## config.mk

```make
export PLATFORM = sky130hd
export DESIGN_NAME = trecere_monitor
export DESIGN_NICKNAME = d
export VERILOG_FILES = /design/src/rtl/trecere_pkg.sv /design/src/rtl/trecere_decode.sv /design/src/rtl/trecere_monitor.sv
export SDC_FILE = /design/constraint.sdc
export NUM_CORES = 1
export LEC_CHECK = 0
export BUFFER_PORTS_ARGS = -buffer_cell sky130_fd_sc_hd__buf_2
export CAP_MARGIN = 20
export CORE_MARGIN = 4
export CORE_UTILIZATION = 40
export CTS_CLUSTER_DIAMETER = 60
export DETAILED_ROUTE_END_ITERATION = 16
export PLACE_DENSITY = 0.68
export SLEW_MARGIN = 20
export SYNTH_ARGS = -nofsm -noshare
export SYNTH_HDL_FRONTEND = slang
export SYNTH_SLANG_ARGS = --single-unit
```

## constraint.sdc

```tcl
create_clock -name clk -period 6.6 [get_ports clk]
set_input_delay 0.33 -clock clk [delete_from_list [all_inputs] [get_ports clk]]
set_output_delay 0.33 -clock clk [all_outputs]
set_load 0.1 [all_outputs]
```

## src/rtl/trecere_pkg.sv

```systemverilog
// Shared phase codes, default minimum dwell times and the phase-order rule
// for the pedestrian-crossing light bus monitor.
package trecere_pkg;

  localparam logic [2:0] UNKNOWN  = 3'd0;
  localparam logic [2:0] CAR_GO   = 3'd1;
  localparam logic [2:0] CAR_WARN = 3'd2;
  localparam logic [2:0] ALL_RED  = 3'd3;
  localparam logic [2:0] PED_GO   = 3'd4;
  localparam logic [2:0] ILLEGAL  = 3'd7;

  localparam int MIN_VERDE_DEF  = 8;
  localparam int MIN_GALBEN_DEF = 3;
  localparam int MIN_ROSU_DEF   = 1;
  localparam int MIN_PVERDE_DEF = 8;

  // ALL_RED is shared by both halves of the cycle; from_ped tells which way it exits.
  function automatic logic legal_move(input logic [2:0] from_ph,
                                      input logic [2:0] to_ph,
                                      input logic       from_ped);
    logic ok;
    ok = 1'b0;
    case (from_ph)
      CAR_GO:   ok = (to_ph == CAR_WARN);
      CAR_WARN: ok = (to_ph == ALL_RED) || (to_ph == PED_GO);
      PED_GO:   ok = (to_ph == ALL_RED) || (to_ph == CAR_GO);
      ALL_RED:  ok = from_ped ? (to_ph == CAR_GO) : (to_ph == PED_GO);
      default:  ok = 1'b0;
    endcase
    return ok;
  endfunction

endpackage

```

## src/rtl/trecere_decode.sv

```systemverilog
// Combinational lamp-pattern decoder: five lamp bits to a phase code plus
// a flag for pedestrian green shown together with car green or yellow.
module trecere_decode
  import trecere_pkg::*;
(
  input  logic [4:0] lamps,
  output logic [2:0] phase,
  output logic       conflict
);

  // Bit order: {p_rosu, p_verde, m_rosu, m_galben, m_verde}
  always_comb begin
    conflict = lamps[3] & (lamps[1] | lamps[0]);
    case (lamps)
      5'b10001: phase = CAR_GO;
      5'b10010: phase = CAR_WARN;
      5'b10100: phase = ALL_RED;
      5'b01100: phase = PED_GO;
      default:  phase = ILLEGAL;
    endcase
  end

endmodule

```

## src/rtl/trecere_monitor.sv

```systemverilog
// Passive checker for the crossing light bus: decodes the lamp phase and
// raises sticky flags for bad lamp patterns, bad phase order and short dwell.
module trecere_monitor
  import trecere_pkg::*;
#(
  parameter int MIN_VERDE  = MIN_VERDE_DEF,
  parameter int MIN_GALBEN = MIN_GALBEN_DEF,
  parameter int MIN_ROSU   = MIN_ROSU_DEF,
  parameter int MIN_PVERDE = MIN_PVERDE_DEF
) (
  input  logic       clk,
  input  logic       rst,
  input  logic       p_rosu,
  input  logic       p_verde,
  input  logic       m_rosu,
  input  logic       m_galben,
  input  logic       m_verde,
  input  logic       clr_err,
  output logic [2:0] phase,
  output logic [7:0] dwell,
  output logic [7:0] cycles,
  output logic       err_conflict,
  output logic       err_illegal,
  output logic       err_order,
  output logic       err_short,
  output logic       err_any
);

  localparam logic [7:0] MIN_V8 = 8'(MIN_VERDE);
  localparam logic [7:0] MIN_G8 = 8'(MIN_GALBEN);
  localparam logic [7:0] MIN_R8 = 8'(MIN_ROSU);
  localparam logic [7:0] MIN_P8 = 8'(MIN_PVERDE);

  logic [4:0] lamps_q;
  logic       lamps_vld_q;
  logic [2:0] dec_phase;
  logic       dec_conflict;

  logic [2:0] phase_d, phase_q;
  logic [7:0] dwell_d, dwell_q;
  logic [7:0] cycles_d, cycles_q;
  logic       from_ped_d, from_ped_q;
  logic       err_conflict_d, err_conflict_q;
  logic       err_illegal_d, err_illegal_q;
  logic       err_order_d, err_order_q;
  logic       err_short_d, err_short_q;
  logic       err_any_q;

  logic       changed, sync;
  logic       new_conflict, new_illegal, new_order, new_short;
  logic [7:0] min_dwell;

  trecere_decode u_decode (
    .lamps    (lamps_q),
    .phase    (dec_phase),
    .conflict (dec_conflict)
  );

  always_comb begin
    case (phase_q)
      CAR_GO:   min_dwell = MIN_V8;
      CAR_WARN: min_dwell = MIN_G8;
      ALL_RED:  min_dwell = MIN_R8;
      PED_GO:   min_dwell = MIN_P8;
      default:  min_dwell = 8'd0;
    endcase
  end

  // Stage 2 waits for the first real lamp sample so reset's all-zero capture is not judged.
  always_comb begin
    phase_d      = phase_q;
    dwell_d      = dwell_q;
    cycles_d     = cycles_q;
    from_ped_d   = from_ped_q;
    new_conflict = 1'b0;
    new_illegal  = 1'b0;
    new_order    = 1'b0;
    new_short    = 1'b0;
    changed      = (dec_phase != phase_q);
    sync         = (phase_q == UNKNOWN) || (phase_q == ILLEGAL);

    if (lamps_vld_q) begin
      phase_d = dec_phase;
      if (changed)
        dwell_d = 8'd1;
      else if (dwell_q != 8'hFF)
        dwell_d = dwell_q + 8'd1;

      if (dec_phase == ILLEGAL) begin
        new_illegal  = 1'b1;
        new_conflict = dec_conflict;
      end else if (changed && !sync) begin
        if (legal_move(phase_q, dec_phase, from_ped_q)) begin
          new_short = (dwell_q < min_dwell);
          if (dec_phase == CAR_GO)
            cycles_d = cycles_q + 8'd1;
        end else begin
          new_order = 1'b1;
        end
      end

      if (changed && phase_q == PED_GO)
        from_ped_d = 1'b1;
      else if (changed && phase_q == CAR_WARN)
        from_ped_d = 1'b0;
    end

    err_conflict_d = (err_conflict_q & ~clr_err) | new_conflict;
    err_illegal_d  = (err_illegal_q  & ~clr_err) | new_illegal;
    err_order_d    = (err_order_q    & ~clr_err) | new_order;
    err_short_d    = (err_short_q    & ~clr_err) | new_short;
  end

  always_ff @(posedge clk or posedge rst) begin
    if (rst) begin
      lamps_q        <= 5'd0;
      lamps_vld_q    <= 1'b0;
      phase_q        <= UNKNOWN;
      dwell_q        <= 8'd0;
      cycles_q       <= 8'd0;
      from_ped_q     <= 1'b0;
      err_conflict_q <= 1'b0;
      err_illegal_q  <= 1'b0;
      err_order_q    <= 1'b0;
      err_short_q    <= 1'b0;
      err_any_q      <= 1'b0;
    end else begin
      lamps_q        <= {p_rosu, p_verde, m_rosu, m_galben, m_verde};
      lamps_vld_q    <= 1'b1;
      phase_q        <= phase_d;
      dwell_q        <= dwell_d;
      cycles_q       <= cycles_d;
      from_ped_q     <= from_ped_d;
      err_conflict_q <= err_conflict_d;
      err_illegal_q  <= err_illegal_d;
      err_order_q    <= err_order_d;
      err_short_q    <= err_short_d;
      err_any_q      <= err_conflict_d | err_illegal_d | err_order_d | err_short_d;
    end
  end

  assign phase        = phase_q;
  assign dwell        = dwell_q;
  assign cycles       = cycles_q;
  assign err_conflict = err_conflict_q;
  assign err_illegal  = err_illegal_q;
  assign err_order    = err_order_q;
  assign err_short    = err_short_q;
  assign err_any      = err_any_q;

endmodule

```

# Yosys cells after proc, flatten, opt, wreduce, memory -nomap -nowiden
# Index checks and enable logic that the tools add are counted.
# W data, S select, Z words.
[classes]
n_addsub = 2
div_mod_pow = 0
n_mux = 23
magnitude_cmp = 1
eq_ne = 16
shifts = 0
multipliers = 0
bitwise = 15
n_reduce_logical = 14
[ops]
columns = ["operator", "n"]
rows = [
  ["$mux W1", 18],
  ["$add A8 B1 Y8 const B", 2],
  ["$mux W8", 2],
  ["$eq A5 B5 Y1 const B", 3],
  ["$eq A3 B2 Y1 const B", 4],
  ["$eq A3 B3 Y1 const B", 4],
  ["$pmux W3 S4", 1],
  ["$pmux W4 S3", 1],
  ["$lt A8 B8 Y1", 1],
  ["$ne A8 B8 Y1 const B", 1],
  ["$or A1 B1 Y1", 8],
  ["$eq A3 B1 Y1 const B", 2],
  ["$and A1 B1 Y1", 5],
  ["$eq A5 B4 Y1 const B", 1],
  ["$reduce_and A5 Y1", 1],
  ["$pmux W1 S4", 1],
  ["$reduce_and A2 Y1", 2],
  ["$reduce_bool A2 Y1", 2],
  ["$logic_and A1 B1 Y1", 3],
  ["$logic_not A3 Y1", 1],
  ["$logic_or A1 B1 Y1", 3],
  ["$ne A3 B3 Y1", 1],
  ["$not A1 Y1", 2],
  ["$reduce_or A2 Y1", 1],
  ["$logic_not A1 Y1", 1],
]
[totals]
ram_bits = 0
mem_bits_ro = 0
in_bits = 8
ff_bits = 31
mem_count = 0
elab_cells = 82
latchBits = 0

# Logic depth before layout (Yosys ltp)
[depth]
depth_word = 15
ltp_mapped = 9
ltp_nobuf = 8

# Modules after synthesis
# A second synthesis with hierarchy kept.
[unflattened]
hier_cells = 164
area_unflattened_um2 = 1700.4
[modules_own_cells]
columns = ["module", "n_inst", "cells_each", "seq_area_each_um2", "area_each_um2"]
rows = [
  ["trecere_monitor", 1, 152, 775.7, 1607.8],
  ["trecere_decode", 1, 12, 0.0, 92.6],
]

# Worst setup path after synthesis
# OpenSTA, ideal clock, no wires.
[synth_timing]
kind = "register to register"
startpoint = "register phase_q[1] (netlist: phase[1])"
endpoint = "register cycles_q[1] (netlist: cycles[1])"
required_time_ns = 6.472
n_path_buf = 1
path_slack_ns = 3.871
arrival_time_ns = 2.601
period_less_slack_ns = 2.729
path_stages_with_launch = 8
cell_sequence = "dfrtp_1 -> clkbuf_8 -> inv_1 -> or4_1 -> and3_4 -> a21o_2 -> nand3_2 -> mux2_1"
[synth_via]
elab_chain_len = 6
elab_cells_between_ends = 15
cone_classes = "eq/ne: 6; mux: 4; reduce/logical: 5"
[synth_rtl]
columns = ["element", "line", "text"]
rows = [
  ["start, declared", "trecere_monitor.sv:39", "logic [2:0] phase_d, phase_q;"],
  ["start signal, assigned", "trecere_monitor.sv:130", "phase_q <= phase_d;"],
  ["$eq A3 B2 Y1, or another cell as far along", "trecere_pkg.sv:23", "case (from_ph)"],
  ["$pmux W1 S4", "trecere_pkg.sv:23", ""],
  ["$mux W1", "trecere_monitor.sv:92", "end else if (changed && !sync) begin"],
  ["$mux W1", "trecere_monitor.sv:89", "if (dec_phase == ILLEGAL) begin"],
  ["$mux W1", "trecere_monitor.sv:82", "if (lamps_vld_q) begin"],
  ["$reduce_and A5 Y1 (no line) *", "--", ""],
  ["end signal, assigned", "trecere_monitor.sv:132", "cycles_q <= cycles_d;"],
  ["end, declared", "trecere_monitor.sv:41", "logic [7:0] cycles_d, cycles_q;"],
]
# Mark *: on every way between the ends. The rest lies on a longest branch, timed or not. The select of a mux whose other input is x is not followed.
# A chain may end at the register's enable or synchronous reset.

# Worst setup path in the final report
[layout_timing]
startpoint = "register lamps_q[2]"
endpoint = "register cycles_q[1] (netlist: cycles[1])"
[layout_via]
elab_chain_len = 9
elab_cells_between_ends = 21
cone_classes = "eq/ne: 10; mux: 6; bitwise: 1; reduce/logical: 4"
[layout_rtl]
columns = ["element", "line", "text"]
rows = [
  ["start, declared", "trecere_monitor.sv:34", "logic [4:0] lamps_q;"],
  ["start signal, assigned", "trecere_monitor.sv:128", "lamps_q <= {p_rosu, p_verde, m_rosu, m_galben, m_verde};"],
  ["$eq A5 B4 Y1 / $eq A5 B5 Y1 (equally long branches)", "trecere_decode.sv:14", "case (lamps)"],
  ["$pmux W3 S4 *", "trecere_decode.sv:14", ""],
  ["$eq A3 B3 Y1, or another cell as far along", "trecere_pkg.sv:25, trecere_pkg.sv:27", ""],
  ["$mux W1, or another cell as far along", "trecere_pkg.sv:27", "ALL_RED: ok = from_ped ? (to_ph == CAR_GO) : (to_ph == PED_GO);"],
  ["$pmux W1 S4", "trecere_pkg.sv:23", ""],
  ["$mux W1", "trecere_monitor.sv:92", ""],
  ["$mux W1", "trecere_monitor.sv:89", ""],
  ["$mux W1", "trecere_monitor.sv:82", ""],
  ["$reduce_and A5 Y1 (no line) *", "--", ""],
]
# Marks and branches as above.

==> results_dict.tcl <==
set metrics [dict create \
    hold_viol 0 \
    ant_nets 0 \
    min_path_type "in -> async" \
    drt-initial-drc-count 65 \
    multi_input_area_um2 918 \
    fin_crit_sh_pct 34.8 \
    dp_hpwl_um 2740 \
    vias_per_cell 5.49 \
    synth_common_cells "31 x dfrtp_1, 15 x nand2_1, 14 x nor2_1" \
    synth_top_cell_area_share_pct 42.4 \
    p_per_area_mw_per_mm2 248 \
    status "completed" \
    wirelength_um 3860 \
    nets 231 \
    finClkSkew_ns 0.00553 \
    postCtsSetupBuffers 0 \
    antenna_found_initial 0 \
    yosys_warnings 0 \
    wl_per_cell_um 14.2 \
    end_kind "register" \
    dieArea_mm2 0.00572 \
    power.total_mw 0.509 \
    cts_buffers 5 \
    critical_path.top_delay_family "simple AND/OR/NAND/NOR gates" \
    regArea_um2 776 \
    synth-edff-count 0 \
    synthArstFlopShare_pct 100 \
    cts_resized 0 \
    fillers 440 \
    setup_viol 0 \
    drv_slew 0 \
    utilization_pct 46.8 \
    syn_area_per_cell_um2 9.74 \
    globalRoute.totalOverflow 0 \
    fin_setup_tns_ns 0 \
    slew_headroom_pct 59.2 \
    synth_area_leader_cell "dfrtp_1" \
    path_clk_slew_ns 0.07 \
    core_mm2 0.00438 \
    io-pin-count 32 \
    clock_latency_ns 0.28 \
    start_kind "register" \
    post_route_cells_drive_above_1_share_pct 22.7 \
    syn_nets 200 \
    crit_type "reg -> reg" \
    rsz0062_at_grt "no" \
    critical_path.n_buffers_inverters 0 \
    cts_buffer_depth 2 \
    ctsRootBufferMaster "clkbuf_8" \
    worst-r2r-setup-slack_ns 4.30 \
    cts_hold_buf 0 \
    worstMarginPinSlew_ns 0.613 \
    drc_errors 0 \
    grt_usage_pct 15.1 \
    syn2layout_area_growth_pct 12.1 \
    cts_tree "built" \
    fp.dieW_um 75.7 \
    cts_htree_levels 2 \
    synth_cell_types 53 \
    max-vdd-ir-drop_v 0.000118 \
    arrival_ns 2.46 \
    synth_area_mm2 0.00183 \
    yosysSeqAreaShare_pct 42.4 \
    drt-pass1-iter-count 5 \
    max_cap_viol_count 0 \
    crit_path_cell_trace "nand4bb_1 > or4_1 > and3_4 > a21o_2 > nand3_2 > mux2_1" \
    max_freq_mhz 436 \
    netlist_instances 188 \
    portBuffers 31 \
    p_leak_nw 0.942 \
    cpMaxStageDelayCell "or4_1" \
    diodes 0 \
    grt_max_degree 32 \
    grt_pass1_vias 1421 \
    yosysMostFrequentCell "dfrtp_1" \
    grt_first_pass_wirelength_um 6590 \
    cp_slowest_stage_delay_ns 0.49 \
    cp.required_ns 6.77 \
    initial_utilization_pct 41.8 \
    via_count 1492 \
    cp_max_fo 10 \
    std_cell_rows 24 \
    cts_sinks 31 \
    ys_ff_latch 31 \
    period_minus_slack_ns 2.30 \
    yosys_most_used_dff "dfrtp_1" \
    dieHeight_um 75.7 \
    synthTopCellsByArea "dfrtp_1 42%, clkbuf_8 3.8%, nand4_1 3.4%" \
    gp_congestion 0.892 \
]
==> state kept, by name (all words and copies together), names as in the netlist <==
register      count
err_short         1
lamps_q           5
from_ped_q        1
dwell             8
err_conflict      1
err_any           1
err_illegal       1
lamps_vld_q       1
cycles            8
err_order         1
phase             3
==> final timing paths <==
kind,from,to,cells past startpoint
max,lamps_q[2],cycles[1],6
min,rst,cycles[0],3
max reg2reg,lamps_q[2],cycles[1],6
min reg2reg,cycles[7],cycles[7],1
max in group asynchronous,rst,phase[0],3
min in group clk,p_verde,lamps_q[3],1
==> cells in the final DEF (no fill, tap or decap), drive strengths merged, types with 2 or more instances in the layout <==
| cell type | n |
|---|---|
| o2111ai | 2 |
| ha | 4 |
| a31oi | 4 |
| nand2 | 15 |
| o21ai | 11 |
| o22ai | 2 |
| or3 | 5 |
| nor3 | 2 |
| and3 | 5 |
| o221ai | 2 |
| a21o | 2 |
| nor2 | 14 |
| nand4 | 10 |
| inv | 13 |
| xor2 | 8 |
| o32ai | 2 |
| o221a | 2 |
| nor2b | 4 |
| dfrtp | 31 |
| a21oi | 7 |
| or4 | 3 |
| buf | 32 |
| clkbuf | 7 |
| nand3 | 6 |
| xnor2 | 6 |
==> layer usage <==
layer | up-vias | global-route usage [%] | routed length (µm)
li1 | 745 | - | -
met1 | 700 | 20.8 | 1900
met2 | 40 | 23.3 | 1730
met3 | 7 | 3.69 | 188
met4 | 0 | 5.24 | 48
met5 | - | 0 | 0
==> tightest hold or removal path, cell delays in order <==
cell and delay [ns]:
buf_2 0.09, inv_1 0.04, buf_4 0.34
==> metrics by stage <==
| step | std cells | instance area [µm²] | worst slack, ns | hold WS (ns) |
|---|---|---|---|---|
| 6_report | 272 | 2050 | 4.30 | 0.111 |
| 3_5_place_dp | 264 | 1970 | 4.35 | 0.429 |
| 5_1_grt | 272 | 2050 | 4.17 | 0.137 |
| 4_1_cts | 272 | 2050 | 4.30 | 0.123 |
| 3_3_place_gp | 264 | 1970 | 4.39 | 0.429 |
| 2_1_floorplan | 188 | 1830 | 3.87 | 0.361 |
==> cell type report <==
cell class              count  share of cell area (%)
clock buffers               7                    3.72
clock inverters             1                   0.244
inverters                  13                    2.38
multi-input cells         136                    44.8
flip-flops and latches     31                    37.8
well taps                  52                    3.17
repair buffers             32                    7.93
==> power by group <==
group	internal (mW)	switching, mW
logic	0.0329	0.112
registers	0.202	0.0223
clock network	0.0738	0.0669
==> cell families after synthesis <==
family                   after synthesis  synth area share [%]
other                                  1                 0.205
AO/OA/AOI/OAI                         42                  16.7
flip-flops                            31                  42.4
adder cells (fa/ha/maj)                4                  2.73
multiplexers                           1                 0.615
buffers and inverters                 21                  7.45
AND/OR/NAND/NOR                       74                  22.8
XOR/XNOR                              14                  7.11
Power figures use the tool's default switching activity.
